File: src/rtl/wb_mem_arbiter.sv
// wb_mem_arbiter
//   Two-master / one-slave pipelined Wishbone arbiter. The instruction-fetch
//   bus (ibus) and data bus (dbus) share one memory slave. A registered grant
//   FSM hands the whole Wishbone cycle to one master and holds it until that
//   master drops cyc. Everything downstream of the state register is
//   combinational, so ack and read data see no added latency.
//
//   Build option: WB_ARB_ROUND_ROBIN_EN
//     defined   - simultaneous requests in IDLE go to the master that was not
//                 granted most recently
//     undefined - fixed priority, dbus wins simultaneous requests in IDLE
//
// Ports
//   clk, reset                  clock, synchronous active-high reset
//   i_ibus_* / o_ibus_*         instruction master: cyc/stb/we/addr/data/sel
//                               in, ack/stall/data out
//   i_dbus_* / o_dbus_*         data master, same set as ibus
//   o_mem_*                     muxed request to the slave
//   i_mem_ack/stall/data        slave response
//   o_grant                     one-hot owner: bit0 ibus, bit1 dbus, 00 idle
module wb_mem_arbiter #(
    parameter int AW = 18,
    parameter int DW = 32
) (
    input  logic            clk,
    input  logic            reset,

    input  logic            i_ibus_cyc,
    input  logic            i_ibus_stb,
    input  logic            i_ibus_we,
    input  logic [AW-1:0]   i_ibus_addr,
    input  logic [DW-1:0]   i_ibus_data,
    input  logic [DW/8-1:0] i_ibus_sel,
    output logic            o_ibus_ack,
    output logic            o_ibus_stall,
    output logic [DW-1:0]   o_ibus_data,

    input  logic            i_dbus_cyc,
    input  logic            i_dbus_stb,
    input  logic            i_dbus_we,
    input  logic [AW-1:0]   i_dbus_addr,
    input  logic [DW-1:0]   i_dbus_data,
    input  logic [DW/8-1:0] i_dbus_sel,
    output logic            o_dbus_ack,
    output logic            o_dbus_stall,
    output logic [DW-1:0]   o_dbus_data,

    output logic            o_mem_cyc,
    output logic            o_mem_stb,
    output logic            o_mem_we,
    output logic [AW-1:0]   o_mem_addr,
    output logic [DW-1:0]   o_mem_data,
    output logic [DW/8-1:0] o_mem_sel,
    input  logic            i_mem_ack,
    input  logic            i_mem_stall,
    input  logic [DW-1:0]   i_mem_data,

    output logic [1:0]      o_grant
);

    typedef enum logic [1:0] {
        IDLE  = 2'b00,
        GNT_I = 2'b01,
        GNT_D = 2'b10
    } state_t;

    state_t state_q, state_d;
    logic   last_q, last_d;     // most recent grant: 0 ibus, 1 dbus
    state_t both_win;
    logic   own_i, own_d;

    always_ff @(posedge clk) begin
        if (reset) begin
            state_q <= IDLE;
            last_q  <= 1'b0;
        end else begin
            state_q <= state_d;
            last_q  <= last_d;
        end
    end

    // Winner when both masters raise cyc while the bus is idle.
`ifdef WB_ARB_ROUND_ROBIN_EN
    assign both_win = last_q ? GNT_I : GNT_D;
`else
    assign both_win = GNT_D;
`endif

    always_comb begin
        state_d = state_q;
        last_d  = last_q;
        case (state_q)
            IDLE: begin
                if (i_ibus_cyc && i_dbus_cyc) state_d = both_win;
                else if (i_dbus_cyc)          state_d = GNT_D;
                else if (i_ibus_cyc)          state_d = GNT_I;
            end
            // The owner keeps the bus until it drops cyc; a waiting master
            // then takes over on the very next cycle without passing IDLE.
            GNT_I: if (!i_ibus_cyc) state_d = i_dbus_cyc ? GNT_D : IDLE;
            GNT_D: if (!i_dbus_cyc) state_d = i_ibus_cyc ? GNT_I : IDLE;
            default: state_d = IDLE;
        endcase
        if (state_d == GNT_I)      last_d = 1'b0;
        else if (state_d == GNT_D) last_d = 1'b1;
    end

    assign own_i = (state_q == GNT_I);
    assign own_d = (state_q == GNT_D);

    // Request path: cyc/stb gated by ownership so IDLE shows nothing to the
    // slave; the remaining fields default to ibus when dbus does not own.
    assign o_mem_cyc  = (own_i & i_ibus_cyc) | (own_d & i_dbus_cyc);
    assign o_mem_stb  = (own_i & i_ibus_stb) | (own_d & i_dbus_stb);
    assign o_mem_we   = own_d ? i_dbus_we   : i_ibus_we;
    assign o_mem_addr = own_d ? i_dbus_addr : i_ibus_addr;
    assign o_mem_data = own_d ? i_dbus_data : i_ibus_data;
    assign o_mem_sel  = own_d ? i_dbus_sel  : i_ibus_sel;

    // Return path: only the owner sees the slave; everyone else is stalled
    // and never acked, which also swallows acks arriving while idle.
    assign o_ibus_stall = own_i ? i_mem_stall : 1'b1;
    assign o_ibus_ack   = own_i & i_mem_ack;
    assign o_dbus_stall = own_d ? i_mem_stall : 1'b1;
    assign o_dbus_ack   = own_d & i_mem_ack;
    assign o_ibus_data  = i_mem_data;
    assign o_dbus_data  = i_mem_data;

    assign o_grant = {own_d, own_i};

endmodule

File: config.mk
export PLATFORM = sky130hd
export DESIGN_NAME = wb_mem_arbiter
export DESIGN_NICKNAME = d
export VERILOG_FILES = /design/src/rtl/wb_mem_arbiter.sv
export SDC_FILE = /design/constraint.sdc
export NUM_CORES = 1
export LEC_CHECK = 0
export CORE_AREA = 2 2 107 109
export DETAILED_ROUTE_END_ITERATION = 7
export DIE_AREA = 0 0 109 111
export GPL_ROUTABILITY_DRIVEN = 0
export PLACE_DENSITY_LB_ADDON = 0.3
export SYNTH_ARGS = -nofsm -noshare
export SYNTH_HDL_FRONTEND = slang
export SYNTH_SLANG_ARGS = --single-unit
File: constraint.sdc
create_clock -name clk -period 1.35 [get_ports clk]
set_input_delay 0.135 -clock clk [delete_from_list [all_inputs] [get_ports clk]]
set_output_delay 0.135 -clock clk [all_outputs]
set_load 0.005 [all_outputs]
==> flow_results.xml, run 1 <==
<?xml version="1.0" encoding="UTF-8"?>
<metrics>
  <group name="final_layout">
    <metric name="antenna_cells" unit="">0</metric>
    <metric name="fin_nets" unit="">445</metric>
    <metric name="finish.cell_count_without_fillers" unit="">436</metric>
    <metric name="mostFrequentLayoutCells" unit="">117 x clkdlybuf4s50_1, 52 x mux2_4, 48 x buf_6, 25 x clkbuf_2, 13 x buf_4</metric>
    <metric name="largest_register_ffs" unit="">2</metric>
    <metric name="largest_registers" unit="">state_q (2)</metric>
    <metric name="drive_gt1_share" unit="%">52.9</metric>
    <metric name="most_common_cell_after_layout_fill_and_taps_aside" unit="">clkdlybuf4s50_1</metric>
    <metric name="areaGrowthSynthToFinish" unit="%">124</metric>
    <metric name="registers.top_by_ff_count" unit="">state_q</metric>
    <metric name="final_util" unit="%">30.2</metric>
    <metric name="fillers" unit="">1170</metric>
  </group>
  <group name="floorplanning">
    <metric name="boundaryPins" unit="">277</metric>
    <metric name="die-area" unit="µm²">12100</metric>
    <metric name="start_util" unit="%">13.5</metric>
    <metric name="die_h" unit="µm">111</metric>
    <metric name="die-width" unit="µm">109</metric>
    <metric name="num_rows" unit="">39</metric>
    <metric name="placeable_area" unit="µm²">11100</metric>
  </group>
  <group name="drt">
    <metric name="vias" unit="">1516</metric>
    <metric name="highest_layer" unit="">met4</metric>
    <metric name="drt_first_iter_violations" unit="">21</metric>
    <metric name="met3_length" unit="µm">935</metric>
    <metric name="dr.pass1.iters" unit="">4</metric>
    <metric name="met2WireLength" unit="µm">2900</metric>
    <metric name="drt-wirelength-per-cell" unit="µm">13.0</metric>
    <metric name="avgViaCountPerCell" unit="">3.48</metric>
    <metric name="wl_final" unit="µm">5650</metric>
    <metric name="route.antenna.remaining_nets" unit="">0</metric>
    <metric name="drc" unit="">0</metric>
    <metric name="route.layer.met1.wl" unit="µm">1810</metric>
  </group>
  <group name="logic_synthesis">
    <metric name="synth.yosys.warnings" unit="">0</metric>
    <metric name="yosysSeqAreaShare" unit="%">2.68</metric>
    <metric name="syn-instance-count" unit="">143</metric>
    <metric name="synth.avg_cell_area" unit="µm²">10.5</metric>
    <metric name="synth.lib_cells_used.distinct" unit="">17</metric>
    <metric name="syn_area" unit="µm²">1500</metric>
    <metric name="synth-seq-cells" unit="">2</metric>
    <metric name="mappedNetlistNets" unit="">293</metric>
  </group>
  <group name="global_routing">
    <metric name="first_global_vias" unit="">1487</metric>
    <metric name="grt.overflow.total" unit="">0</metric>
    <metric name="grt_max_degree" unit="">19</metric>
    <metric name="global_route_wire_length_before_repair" unit="µm">7270</metric>
    <metric name="grt_use_total" unit="%">7.56</metric>
    <metric name="grt_antenna_before_repair" unit="">0</metric>
  </group>
  <group name="clocking">
    <metric name="ctsRootBufferMaster" unit="">clkbuf_16</metric>
    <metric name="cts_max_path_buffers" unit="">2</metric>
    <metric name="clock_transition_at_the_registers_of_the_reported_paths" unit="ns">0.03</metric>
    <metric name="clock_sinks" unit="">2</metric>
    <metric name="h-tree-depth" unit="">1</metric>
    <metric name="cts_tree" unit="">yes</metric>
    <metric name="insertion_delay" unit="ns">0.22</metric>
    <metric name="cts_buffers" unit="">3</metric>
  </group>
  <group name="worst_setup_path">
    <metric name="r2r_cells" unit="">7</metric>
    <metric name="cp-end-kind" unit="">output pin</metric>
    <metric name="worst-endpoint-arrival" unit="ns">1.52</metric>
    <metric name="worst-path-max-fanout" unit="">7</metric>
    <metric name="cp.required" unit="ns">1.22</metric>
    <metric name="path_class" unit="">register to output pin</metric>
    <metric name="start_kind" unit="">register</metric>
  </group>
  <group name="timing">
    <metric name="final.period_utilization" unit="%">123</metric>
    <metric name="setup_violations" unit="">62</metric>
    <metric name="finalMaxSlewViolations" unit="">0</metric>
    <metric name="fin_tns_setup" unit="ns">-11.36</metric>
    <metric name="maxClockFrequency" unit="GHz">0.604</metric>
    <metric name="worst_max_slew_margin_expressed_relative_to_the_limit" unit="%">91.7</metric>
    <metric name="fin_crit" unit="ns">1.65</metric>
    <metric name="postLayoutSetupSlackWorst" unit="ns">-0.304</metric>
    <metric name="hold_viol_final" unit="">0</metric>
    <metric name="grt_setup_unrepaired" unit="">yes</metric>
    <metric name="clock-skew-final" unit="ns">0.00152</metric>
    <metric name="worstMarginPinSlew" unit="ns">0.123</metric>
  </group>
  <group name="power_and_ir_drop">
    <metric name="cellLeakagePower" unit="nW">1.61</metric>
    <metric name="power_density" unit="nW/µm²">472</metric>
    <metric name="vdd_drop_max" unit="mV">0.299</metric>
  </group>
  <group name="flow_run">
    <metric name="max_cap_violations" unit="">0</metric>
  </group>
  <group name="min_path">
    <metric name="hold_class" unit="">input pin to output pin</metric>
    <metric name="hold-path-cell-count" unit="">0</metric>
  </group>
  <group name="status">
    <metric name="failed_checks" unit="">negative setup slack</metric>
    <metric name="status" unit="">finished, violations left</metric>
  </group>
  <group name="placed_design">
    <metric name="hpwlAfterDp" unit="µm">4420</metric>
    <metric name="portBuffers" unit="">180</metric>
    <metric name="placed_cells_incl_taps" unit="">405</metric>
  </group>
</metrics>
==> per-layer routing <==
layer	track usage, %	vias to the layer above
met5	0	-
met4	1.79	0
met3	3.64	2
met2	14.5	117
met1	7.01	676
li1	-	721
==> synth_stat cells <==
| cell type | n | area, µm² |
|---|---|---|
| a22o_1 | 2 | 17.5 |
| and2_1 | 2 | 12.5 |
| and3_1 | 1 | 6.26 |
| buf_12 | 4 | 80.1 |
| buf_2 | 1 | 5.00 |
| buf_4 | 66 | 495 |
| buf_6 | 1 | 11.3 |
| dfxtp_1 | 2 | 40.0 |
| inv_1 | 2 | 7.51 |
| mux2_2 | 15 | 169 |
| mux2_4 | 40 | 601 |
| nand2b_1 | 2 | 12.5 |
| nand2b_4 | 1 | 13.8 |
| nor2_1 | 1 | 3.75 |
| nor2b_1 | 1 | 6.26 |
| o211a_1 | 1 | 10.0 |
| o21ai_0 | 1 | 5.00 |
==> power by group <==
part	internal [W]	switching [W]
logic	0.000798	0.000271
registers	0.0000635	0.00000283
clock network	0.000377	0.0000670
==> per-stage QoR <==
stage	total power, W	hold WS (ns)	cell area (µm²)	worst slack (ns)
detailed placement	0.00106	0.270	3010	-0.281
global route	0.00166	0.270	3350	-0.345
floorplan	0.000557	0.281	1500	0.156
CTS	0.00155	0.270	3260	-0.488
global placement	0.00105	0.270	3010	-0.261
finish	0.00158	0.270	3350	-0.304
==> worst paths after layout <==
check,startpoint,endpoint,slack (ns)
worst max-delay path,state_q[0],o_mem_data[6],-0.30
worst min register to register,state_q[1],state_q[1],0.75
worst min-delay path,i_mem_data[27],o_dbus_data[27],0.27
worst max register to register,state_q[0],state_q[0],0.03
==> worst max-delay path, stage by stage, from the launching register on <==
cell and delay (ns):
dfxtp_2 0.30, nand2b_4 0.17, buf_6 0.15, clkbuf_16 0.16, buf_6 0.11, mux2_4 0.29, buf_6 0.12
==> kinds of logic (layout without fill, tap and decap cells) <==
group / Yosys count / after routing / synth area share, %
muxes: 55 / 55 / 51.4
and+or+nand+nor: 8 / 8 / 3.68
buffers and inverters: 74 / 224 / 40.1
DFF: 2 / 2 / 2.68
AOI/OAI and AO/OA: 4 / 4 / 2.17
==> final cells by class <==
type	count	area [µm²]	area share (%)
inverter	2	10.0	0.299
clock buffer	3	75.1	2.24
tap	143	179	5.35
sequential	2	42.5	1.27
multi-input combinational	67	910	27.2
timing repair buffer	219	2130	63.7
==> repair_timing <==
action,in CTS,in global routing
hold buffers,0,0
gates resized for setup,203,58
gates cloned,0,3
setup buffers,12,16
pin swaps,0,0
endpoints found under the setup margin,63,63
Note: power is estimated with default switching activity, not from simulation.
==> run 2: changes to the inputs <==
--- a/config.mk
+++ b/config.mk
@@ -10,6 +10,7 @@
 export DIE_AREA = 0 0 109 111
 export GPL_ROUTABILITY_DRIVEN = 0
 export PLACE_DENSITY_LB_ADDON = 0.3
+export SLEW_MARGIN = 25
 export SYNTH_ARGS = -nofsm -noshare
 export SYNTH_HDL_FRONTEND = slang
 export SYNTH_SLANG_ARGS = --single-unit
==> results of run 2 <==
Final layout, timing and power as in run 1 (identical DEF).
